## config.mk

```make
export PLATFORM = sky130hd
export DESIGN_NAME = uart_rx_axis
export DESIGN_NICKNAME = d
export VERILOG_FILES = /design/src/rtl/uart_pkg.sv /design/src/rtl/uart_baud_tick.sv /design/src/rtl/uart_rx_axis.sv
export SDC_FILE = /design/constraint.sdc
export NUM_CORES = 1
export LEC_CHECK = 0
export BUFFER_PORTS_ARGS = -buffer_cell sky130_fd_sc_hd__buf_2
export CAP_MARGIN = 10
export CORE_MARGIN = 5
export CORE_UTILIZATION = 30
export CTS_BUF_LIST = sky130_fd_sc_hd__clkbuf_16
export DETAILED_ROUTE_END_ITERATION = 8
export PLACE_DENSITY = 0.5
export SLEW_MARGIN = 20
export SYNTH_ARGS = -nofsm -noshare
export SYNTH_HDL_FRONTEND = slang
export SYNTH_HIERARCHICAL = 1
export SYNTH_SLANG_ARGS = --single-unit
```

## constraint.sdc

```tcl
create_clock -name clk_i -period 3.85 [get_ports clk_i]
set_input_delay 0.1925 -clock clk_i [delete_from_list [all_inputs] [get_ports clk_i]]
set_output_delay 0.1925 -clock clk_i [all_outputs]
set_load 0.02 [all_outputs]
```

## src/rtl/uart_pkg.sv

```systemverilog
// Shared definitions for the UART receive path: FSM encoding, oversampling ticks, helpers.
package uart_pkg;

    typedef enum logic [2:0] {
        StIdle,
        StStart,
        StData,
        StParity,
        StStop
    } uart_state_e;

    localparam int unsigned OVERSAMPLE     = 8;
    localparam logic [2:0]  SAMPLE_TICK_LO  = 3'd3;
    localparam logic [2:0]  SAMPLE_TICK_MID = 3'd4;
    localparam logic [2:0]  SAMPLE_TICK_HI  = 3'd5;
    localparam logic [2:0]  DECIDE_TICK     = 3'd5;
    localparam logic [2:0]  LAST_TICK       = 3'(OVERSAMPLE - 1);

    function automatic logic majority3(input logic a, input logic b, input logic c);
        return (a & b) | (a & c) | (b & c);
    endfunction

    // Counter reload value; a prescale of 0 behaves like 1.
    function automatic logic [15:0] tick_reload(input logic [15:0] p);
        return (p == 16'd0) ? 16'd0 : p - 16'd1;
    endfunction

endpackage

```

## src/rtl/uart_baud_tick.sv

```systemverilog
// Oversampling tick generator: one tick every P clocks, 3-bit tick index, restartable.
module uart_baud_tick
    import uart_pkg::*;
(
    input  logic        clk_i,
    input  logic        rstn_i,
    input  logic        restart_i,
    input  logic [15:0] prescale_i,
    output logic        tick_o,
    output logic [2:0]  tick_idx_o
);

    logic [15:0] prescale_q, prescale_d;
    logic [15:0] cnt_q, cnt_d;
    logic [2:0]  idx_q, idx_d;

    assign tick_o     = (cnt_q == 16'd0);
    assign tick_idx_o = idx_q;

    always_comb begin
        prescale_d = prescale_q;
        cnt_d      = cnt_q;
        idx_d      = idx_q;
        if (restart_i) begin
            prescale_d = prescale_i;
            cnt_d      = tick_reload(prescale_i);
            idx_d      = 3'd0;
        end else if (tick_o) begin
            cnt_d = tick_reload(prescale_q);
            idx_d = idx_q + 3'd1;
        end else begin
            cnt_d = cnt_q - 16'd1;
        end
    end

    always_ff @(posedge clk_i or negedge rstn_i) begin
        if (!rstn_i) begin
            prescale_q <= 16'd0;
            cnt_q      <= 16'd0;
            idx_q      <= 3'd0;
        end else begin
            prescale_q <= prescale_d;
            cnt_q      <= cnt_d;
            idx_q      <= idx_d;
        end
    end

endmodule

```

## src/rtl/uart_rx_axis.sv

```systemverilog
// UART receiver presenting bytes on an AXI-stream master with overrun/frame error pulses.
// Optional parity checking is compiled in with UART_RX_PARITY_EN.
module uart_rx_axis
    import uart_pkg::*;
#(
    parameter int unsigned DATA_WIDTH = 8,
    parameter bit          PARITY_ODD = 1'b0
) (
    input  logic                  clk_i,
    input  logic                  rstn_i,
    input  logic                  rxd_i,
    input  logic [15:0]           prescale_i,
    output logic [DATA_WIDTH-1:0] m_axis_tdata_o,
    output logic                  m_axis_tvalid_o,
    input  logic                  m_axis_tready_i,
    output logic                  busy_o,
    output logic                  overrun_error_o,
    output logic                  frame_error_o
`ifdef UART_RX_PARITY_EN
    ,
    output logic                  parity_error_o
`endif
);

    logic sync1_q, sync2_q, rx_prev_q;
    logic rx_s, fall, restart, tick, maj, decide, last, word_done, par_bad;
    logic [2:0] tidx;

    uart_state_e           state_q;
    logic                  s3_q, s4_q;
    logic [3:0]            bit_cnt_q;
    logic [DATA_WIDTH-1:0] shift_q, tdata_q;
    logic                  tvalid_q, overrun_q, frame_err_q;

    always_ff @(posedge clk_i or negedge rstn_i) begin
        if (!rstn_i) begin
            sync1_q   <= 1'b1;
            sync2_q   <= 1'b1;
            rx_prev_q <= 1'b1;
        end else begin
            sync1_q   <= rxd_i;
            sync2_q   <= sync1_q;
            rx_prev_q <= sync2_q;
        end
    end

    assign rx_s    = sync2_q;
    assign fall    = rx_prev_q & ~rx_s;
    assign restart = (state_q == StIdle) && fall;

    uart_baud_tick u_baud_tick (
        .clk_i      (clk_i),
        .rstn_i     (rstn_i),
        .restart_i  (restart),
        .prescale_i (prescale_i),
        .tick_o     (tick),
        .tick_idx_o (tidx)
    );

    assign maj       = majority3(s3_q, s4_q, rx_s);
    assign decide    = tick && (tidx == DECIDE_TICK);
    assign last      = tick && (tidx == LAST_TICK);
    assign word_done = (state_q == StStop) && decide && maj && !par_bad;

`ifdef UART_RX_PARITY_EN
    logic par_bad_q, par_err_q;
    assign par_bad        = par_bad_q;
    assign parity_error_o = par_err_q;
`else
    logic unused_parity_odd;
    assign par_bad           = 1'b0;
    assign unused_parity_odd = PARITY_ODD;
`endif

    always_ff @(posedge clk_i or negedge rstn_i) begin
        if (!rstn_i) begin
            state_q     <= StIdle;
            s3_q        <= 1'b1;
            s4_q        <= 1'b1;
            bit_cnt_q   <= 4'd0;
            shift_q     <= '0;
            tdata_q     <= '0;
            tvalid_q    <= 1'b0;
            overrun_q   <= 1'b0;
            frame_err_q <= 1'b0;
`ifdef UART_RX_PARITY_EN
            par_bad_q   <= 1'b0;
            par_err_q   <= 1'b0;
`endif
        end else begin
            overrun_q   <= 1'b0;
            frame_err_q <= 1'b0;
`ifdef UART_RX_PARITY_EN
            par_err_q   <= 1'b0;
`endif
            if (tick && (tidx == SAMPLE_TICK_LO)) s3_q <= rx_s;
            if (tick && (tidx == SAMPLE_TICK_MID)) s4_q <= rx_s;

            case (state_q)
                StIdle: begin
                    if (fall) begin
                        state_q <= StStart;
`ifdef UART_RX_PARITY_EN
                        par_bad_q <= 1'b0;
`endif
                    end
                end
                StStart: begin
                    if (decide && maj) begin
                        state_q <= StIdle;
                    end else if (last) begin
                        state_q   <= StData;
                        bit_cnt_q <= 4'd0;
                    end
                end
                StData: begin
                    if (decide) shift_q <= {maj, shift_q[DATA_WIDTH-1:1]};
                    if (last) begin
                        if (bit_cnt_q == 4'(DATA_WIDTH - 1)) begin
`ifdef UART_RX_PARITY_EN
                            state_q <= StParity;
`else
                            state_q <= StStop;
`endif
                        end else begin
                            bit_cnt_q <= bit_cnt_q + 4'd1;
                        end
                    end
                end
`ifdef UART_RX_PARITY_EN
                StParity: begin
                    if (decide && ((^shift_q ^ maj) != PARITY_ODD)) begin
                        par_bad_q <= 1'b1;
                        par_err_q <= 1'b1;
                    end
                    if (last) state_q <= StStop;
                end
`endif
                StStop: begin
                    // Leave on the decision tick so a back-to-back start bit is caught.
                    if (decide) begin
                        state_q <= StIdle;
                        if (!maj) frame_err_q <= 1'b1;
                    end
                end
                default: state_q <= StIdle;
            endcase

            if (word_done) begin
                if (!tvalid_q || m_axis_tready_i) begin
                    tdata_q  <= shift_q;
                    tvalid_q <= 1'b1;
                end else begin
                    overrun_q <= 1'b1;
                end
            end else if (tvalid_q && m_axis_tready_i) begin
                tvalid_q <= 1'b0;
            end
        end
    end

    assign m_axis_tdata_o  = tdata_q;
    assign m_axis_tvalid_o = tvalid_q;
    assign busy_o          = (state_q != StIdle);
    assign overrun_error_o = overrun_q;
    assign frame_error_o   = frame_err_q;

endmodule

```

Word level (Yosys, flattened, before mapping)
Cells that the tools add are included.

word-level totals
  output and inout port bits = 12
  logic and storage cells = 94
  bits of input ports = 20
  register bits = 66

cells by class
  equal/unequal tests = 17
  bitwise logic cells = 7
  mux-type cells = 26
  add/subtract/negate cells = 5
  reduce and logical (&&, ||, !) cells = 24

operator list
  kind                     count
  $mux W16                 4
  $logic_not A16 Y1        3
  $sub A16 B1 Y16 const B  3
  $mux W3                  8
  $mux W4                  4
  $ne A2 B2 Y1 const B     7
  $eq A3 B3 Y1 const B     4
  $pmux W3 S4              1
  $reduce_and A5 Y1        2
  $logic_and A1 B1 Y1      9
  $mux W1                  8
  $pmux W4 S2              1
  $eq A3 B2 Y1 const B     2
  $reduce_and A2 Y1        3
  $reduce_bool A2 Y1       3
  $add A4 B1 Y4 const B    1
  $and A1 B1 Y1            4
  $eq A4 B3 Y1 const B     1
  $add A3 B1 Y3 const B    1
  $eq A3 B1 Y1 const B     1
  $logic_not A3 Y1         1
  $ne A3 B3 Y1 const B     1
  $reduce_bool A3 Y1       1
  $ne A2 B1 Y1 const B     1
  4 further kinds          5

Logic depth before layout (Yosys ltp)
  depth after elaboration = 6
  depth in mapped cells = 9
  gate-level depth less buffers = 7

Hierarchy
The synthesis kept the hierarchy.

by module, submodules not included
  module          instances  cells an instance  area each (sq um)  sequential area each (sq um)
  uart_baud_tick  1          234                2,267.2            875.8
  uart_rx_axis    1          104                1,388.8            782.0

Least setup slack after synthesis
No wires, ideal clock.

  kind = register -> register
  start point = register state_q[0]
  end point = register u_baud_tick.cnt_q[3]
  library setup time = 87 ps
  clock period less this slack = 2,417 ps
  data required time = 3,763 ps
  arrival time = 2,330 ps
  slack = 1,433 ps
  stages on the path, launching flop included = 9
  cells stage by stage = dfrtp_1 buf_4 or3_1 nor3b_1 clkbuf_1 o31a_1 clkbuf_1 o21ai_0 o211ai_1

on the way
  longest elaborated chain between the ends = 3

ends and longest elaborated chain
  item                      line                  text
  from (decl)               uart_rx_axis.sv:29    uart_state_e state_q;
  from (signal assigned)    uart_rx_axis.sv:77    state_q <= StIdle;
  from (signal assigned)    uart_rx_axis.sv:102   state_q <= StStart;
  from (signal assigned)    uart_rx_axis.sv:110   state_q <= StIdle;
  $logic_not A3 Y1          uart_rx_axis.sv:49    assign restart = (state_q == StIdle) && fall;
  $logic_and A1 B1 Y1       uart_rx_axis.sv:49
  via restart               uart_rx_axis.sv:26    logic rx_s, fall, restart, tick, maj, decide, last, word_done, par_bad;
  $mux W16                  uart_baud_tick.sv:24  if (restart_i) begin
  via u_baud_tick.cnt_d[3]  uart_baud_tick.sv:14  logic [15:0] cnt_q, cnt_d;
  to (signal assigned)      uart_baud_tick.sv:43  cnt_q <= cnt_d;
  to (decl)                 uart_baud_tick.sv:14

The timed path passes the listed nets, and every way through them passes these cells.
A chain may end at the register's enable or synchronous reset.

Worst setup path after layout
Same ends and word-level chain as after synthesis.

==> summary.md <==
| Metric | Value |
|---|---|
| Wire length of the first global-routing pass | 13,400 um |
| Wire length reported by the detailed router | 7750 um |
| Time the worst path needs with I/O delays and setup | 2640 ps |
| Total Nets Final | 404 |
| Number of DRC violations after detailed-routing iteration 0 | 120 |
| Final weighted congestion of routability-driven global placement | 0.747 |
| Total core area | 0.0120 mm2 |
| Data arrival time of the critical path | 2880 ps |
| Sum Neg Setup Slack | 0 ps |
| CTS root buf | clkbuf_16 |
| Prevailing post-synth register cell | dfrtp_1 |
| Finish-stage setup viols | 0 |
| Utilization of the core after routing | about 36% |
| Maximum VDD drop | between 300 and 400 uV |
| Result of the run | finished, final reports clean |
| Initial core utilization | 30.6% |
| Detail Route Antenna Nets | 0 |
| DR vias/cell | approximately 5.1 |
| H-tree depth reported by CTS | 3 |
| Num rows | 40 |
| Leakage power total | 1.80 nW |
| Sequential fraction of the synthesis area | ~45% |
| Number of port buffers | 31 |
| Overflow left after global routing | 0 |
| Number of flops mapped to enable cells by yosys | 0 |
| Number of CTS-inserted buffers | 9 |
| Fraction of registers with async set or reset after synthesis | 100% |
| Final Max Slew Viols | 0 |
| Final worst slack | between 1000 and 1500 ps |
| Layout cells sized above 1 | 27.0% |
| Hold/Removal Path Class | primary input to register |
| Detailed Routing Iterations Pass 1 | 4 |
| Worst Clk Skew | 5.09 ps |
| Number of resized instances in the post-cts repair step | 0 |
| Remaining max-slew budget at the tightest pin | 45.3% |
| Endpoint class of the critical path | register |
| TritonCTS clock tree | yes |
| Number of top-level pins | 32 |
| Post-CTS clock slew at the launch and capture registers of the worst setup and hold paths | ~60 ps |
| Detailed placement HPWL | 5730 um |
| Average instance area after synthesis | 10.8 um2 |
| Top cells by area, synth | dfrtp_1 (42%), mux2_2 (9.9%), xnor2_1 (7.4%), dfstp_2 (3.6%), o21ai_0 (2.6%) |
| Number of buffers on the longest clock path | 2 |
| Number of global-route vias before repair | 2,685 |
| Commonest cells post-synth | dfrtp_1 (61), mux2_2 (32), xnor2_1 (31) |
| Crit start category | register |
| Layout-stage area growth over the synthesis result | 18.6% |
| Largest area contributor in the synthesized netlist | dfrtp_1 |
| Ant. Diodes | 0 |
| Average routed wire per standard cell | 14.7 um |
| Timing-limited maximum frequency | between 0.3 and 0.4 GHz |
| Worst-margin pin slew | 817 ps |
| Netlist cell types | 55 |
| Width of the chip | 120 um |
| Kind of critical path | register to register |
| Final cycle utilization of the critical path | 68.5% |
| Unrepaired setup endpoints after global routing | false |
| Worst hold margin | 123 ps |
| Total power | around 0.0026 W |
| Max cap viols | 0 |
| Worst skew pair latency | 330 ps |
| Number of failing hold endpoints at the final stage | 0 |
| Drt drc | 0 |
| Via count | 2,679 |
| Yosys synthesis warning count | 6 |
| Full die area | ~0.014 mm2 |
| Number of clock sinks | 66 |
| Die Ht | 120 um |
| Area share of the largest cell type after synthesis | 41.8% |
| Synthesized flop and latch total | 66 |
| Most common cell in the synthesized netlist | dfrtp_1 |
| Post-Synthesis Net Count | 365 |
| Critical path data required time | 4100 ps |
| Power Density | around 590 mW/mm2 |
| Netlist Area Pre-Place | 0.00366 mm2 |
| Synthesized instance count | 338 |
| Overall fraction of global-route tracks in use | 11.6% |
| Antenna violations before repair | 0 |
| Critical path peak fanout | 16 |
| Setup WS pre-CTS | 1240 ps |
| Largest net degree at the start of global routing | 42 |
[state kept, by name (all words and copies together) (netlist names), 3 cells and up]
| register | flops |
|---|---|
| bit_cnt_q | 4 |
| m_axis_tdata_o | 8 |
| shift_q | 8 |
| state_q | 3 |
| u_baud_tick/cnt_q | 16 |
| u_baud_tick/prescale_q | 16 |
| u_baud_tick/tick_idx_o | 3 |
[worst paths after layout]
| kind | start | to | slack [ps] | depth (start not counted) |
|---|---|---|---|---|
| setup / recovery | state_q[0]$_DFFE_PN0P_ | u_baud_tick/cnt_q[3]$_DFF_PN0_ | 1210 | 5 |
| hold / removal | prescale_i[1] | u_baud_tick/prescale_q[1]$_DFFE_PN0P_ | 120 | 3 |
| setup reg to reg | state_q[0]$_DFFE_PN0P_ | u_baud_tick/cnt_q[3]$_DFF_PN0_ | 1210 | 5 |
| hold reg to reg | sync1_q$_DFF_PN1_ | rx_s$_DFF_PN1_ | 350 | 0 |
| max in group asynchronous | rstn_i | u_baud_tick/cnt_q[8]$_DFF_PN0_ | 2520 | 3 |
| min in group asynchronous | rstn_i | bit_cnt_q[0]$_DFFE_PN0P_ | 390 | 2 |
[worst max-delay path: stages, from the launching register on]
cell      delay, ps
dfrtp_1         510
or3_1           470
nor3b_2         530
o31a_1          620
o21ai_0         260
o211ai_1        150
[cell type report]
class,instances,area (um2)
flip-flops and latches,66,1660
well taps,147,184
clock inverters,7,93.8
multi-input cells,250,1910
inverters,11,41.3
fillers,1199,7630
clock buffers,9,225
repair buffers,39,220
[layer usage]
layer  wire length, um  vias up  GRT usage [%]  part of all wire (%)
li1                  -     1322              -                     -
met1              3700     1297           15.2                    48
met2              3630       52           18.1                    47
met3               335        8           3.41                   4.3
met4                83        0           4.25                   1.1
met5                 0        -              0                     0
[metrics by stage]
stage	cells	instance area (um2)
floorplan	338	3660
global placement	511	4000
detailed placement	511	4000
CTS	529	4340
global route	529	4340
finish	529	4340
[cell usage in the layout (no fill, tap or decap), types with 10 or more instances in the layout]
cell type	count
a22oi_1	12
dfrtp_1	61
mux2_2	32
nor3_1	12
xnor2_1	31
nand2_1	14
buf_2	31
nor2_1	22
xor2_1	10
inv_1	11
o21ai_0	19
[where the power goes]
part | total [W] | switching, W | internal, W
logic | 0.000624 | 0.000290 | 0.000334
clock network | 0.000868 | 0.000303 | 0.000565
registers | 0.00108 | 0.000207 | 0.000870
[kinds of logic (layout without fill, tap and decap cells)]
logic type | count (synthesis) | in the layout | synth area share (%)
xor gates and xnor gates | 41 | 41 | 9.82
buffers and inverters | 22 | 66 | 2.46
muxes | 34 | 34 | 10.4
and+or+nand+nor | 117 | 117 | 20.2
AOI/OAI and AO/OA | 50 | 50 | 9.10
adders and majority gates | 8 | 8 | 2.67
DFF | 66 | 66 | 45.3
[what timing repair did]
action	CTS	global route
setup buffers	0	0
endpoints found under the hold margin	26	0
hold buffers	2	0
Note: power is estimated with default switching activity, not from simulation.
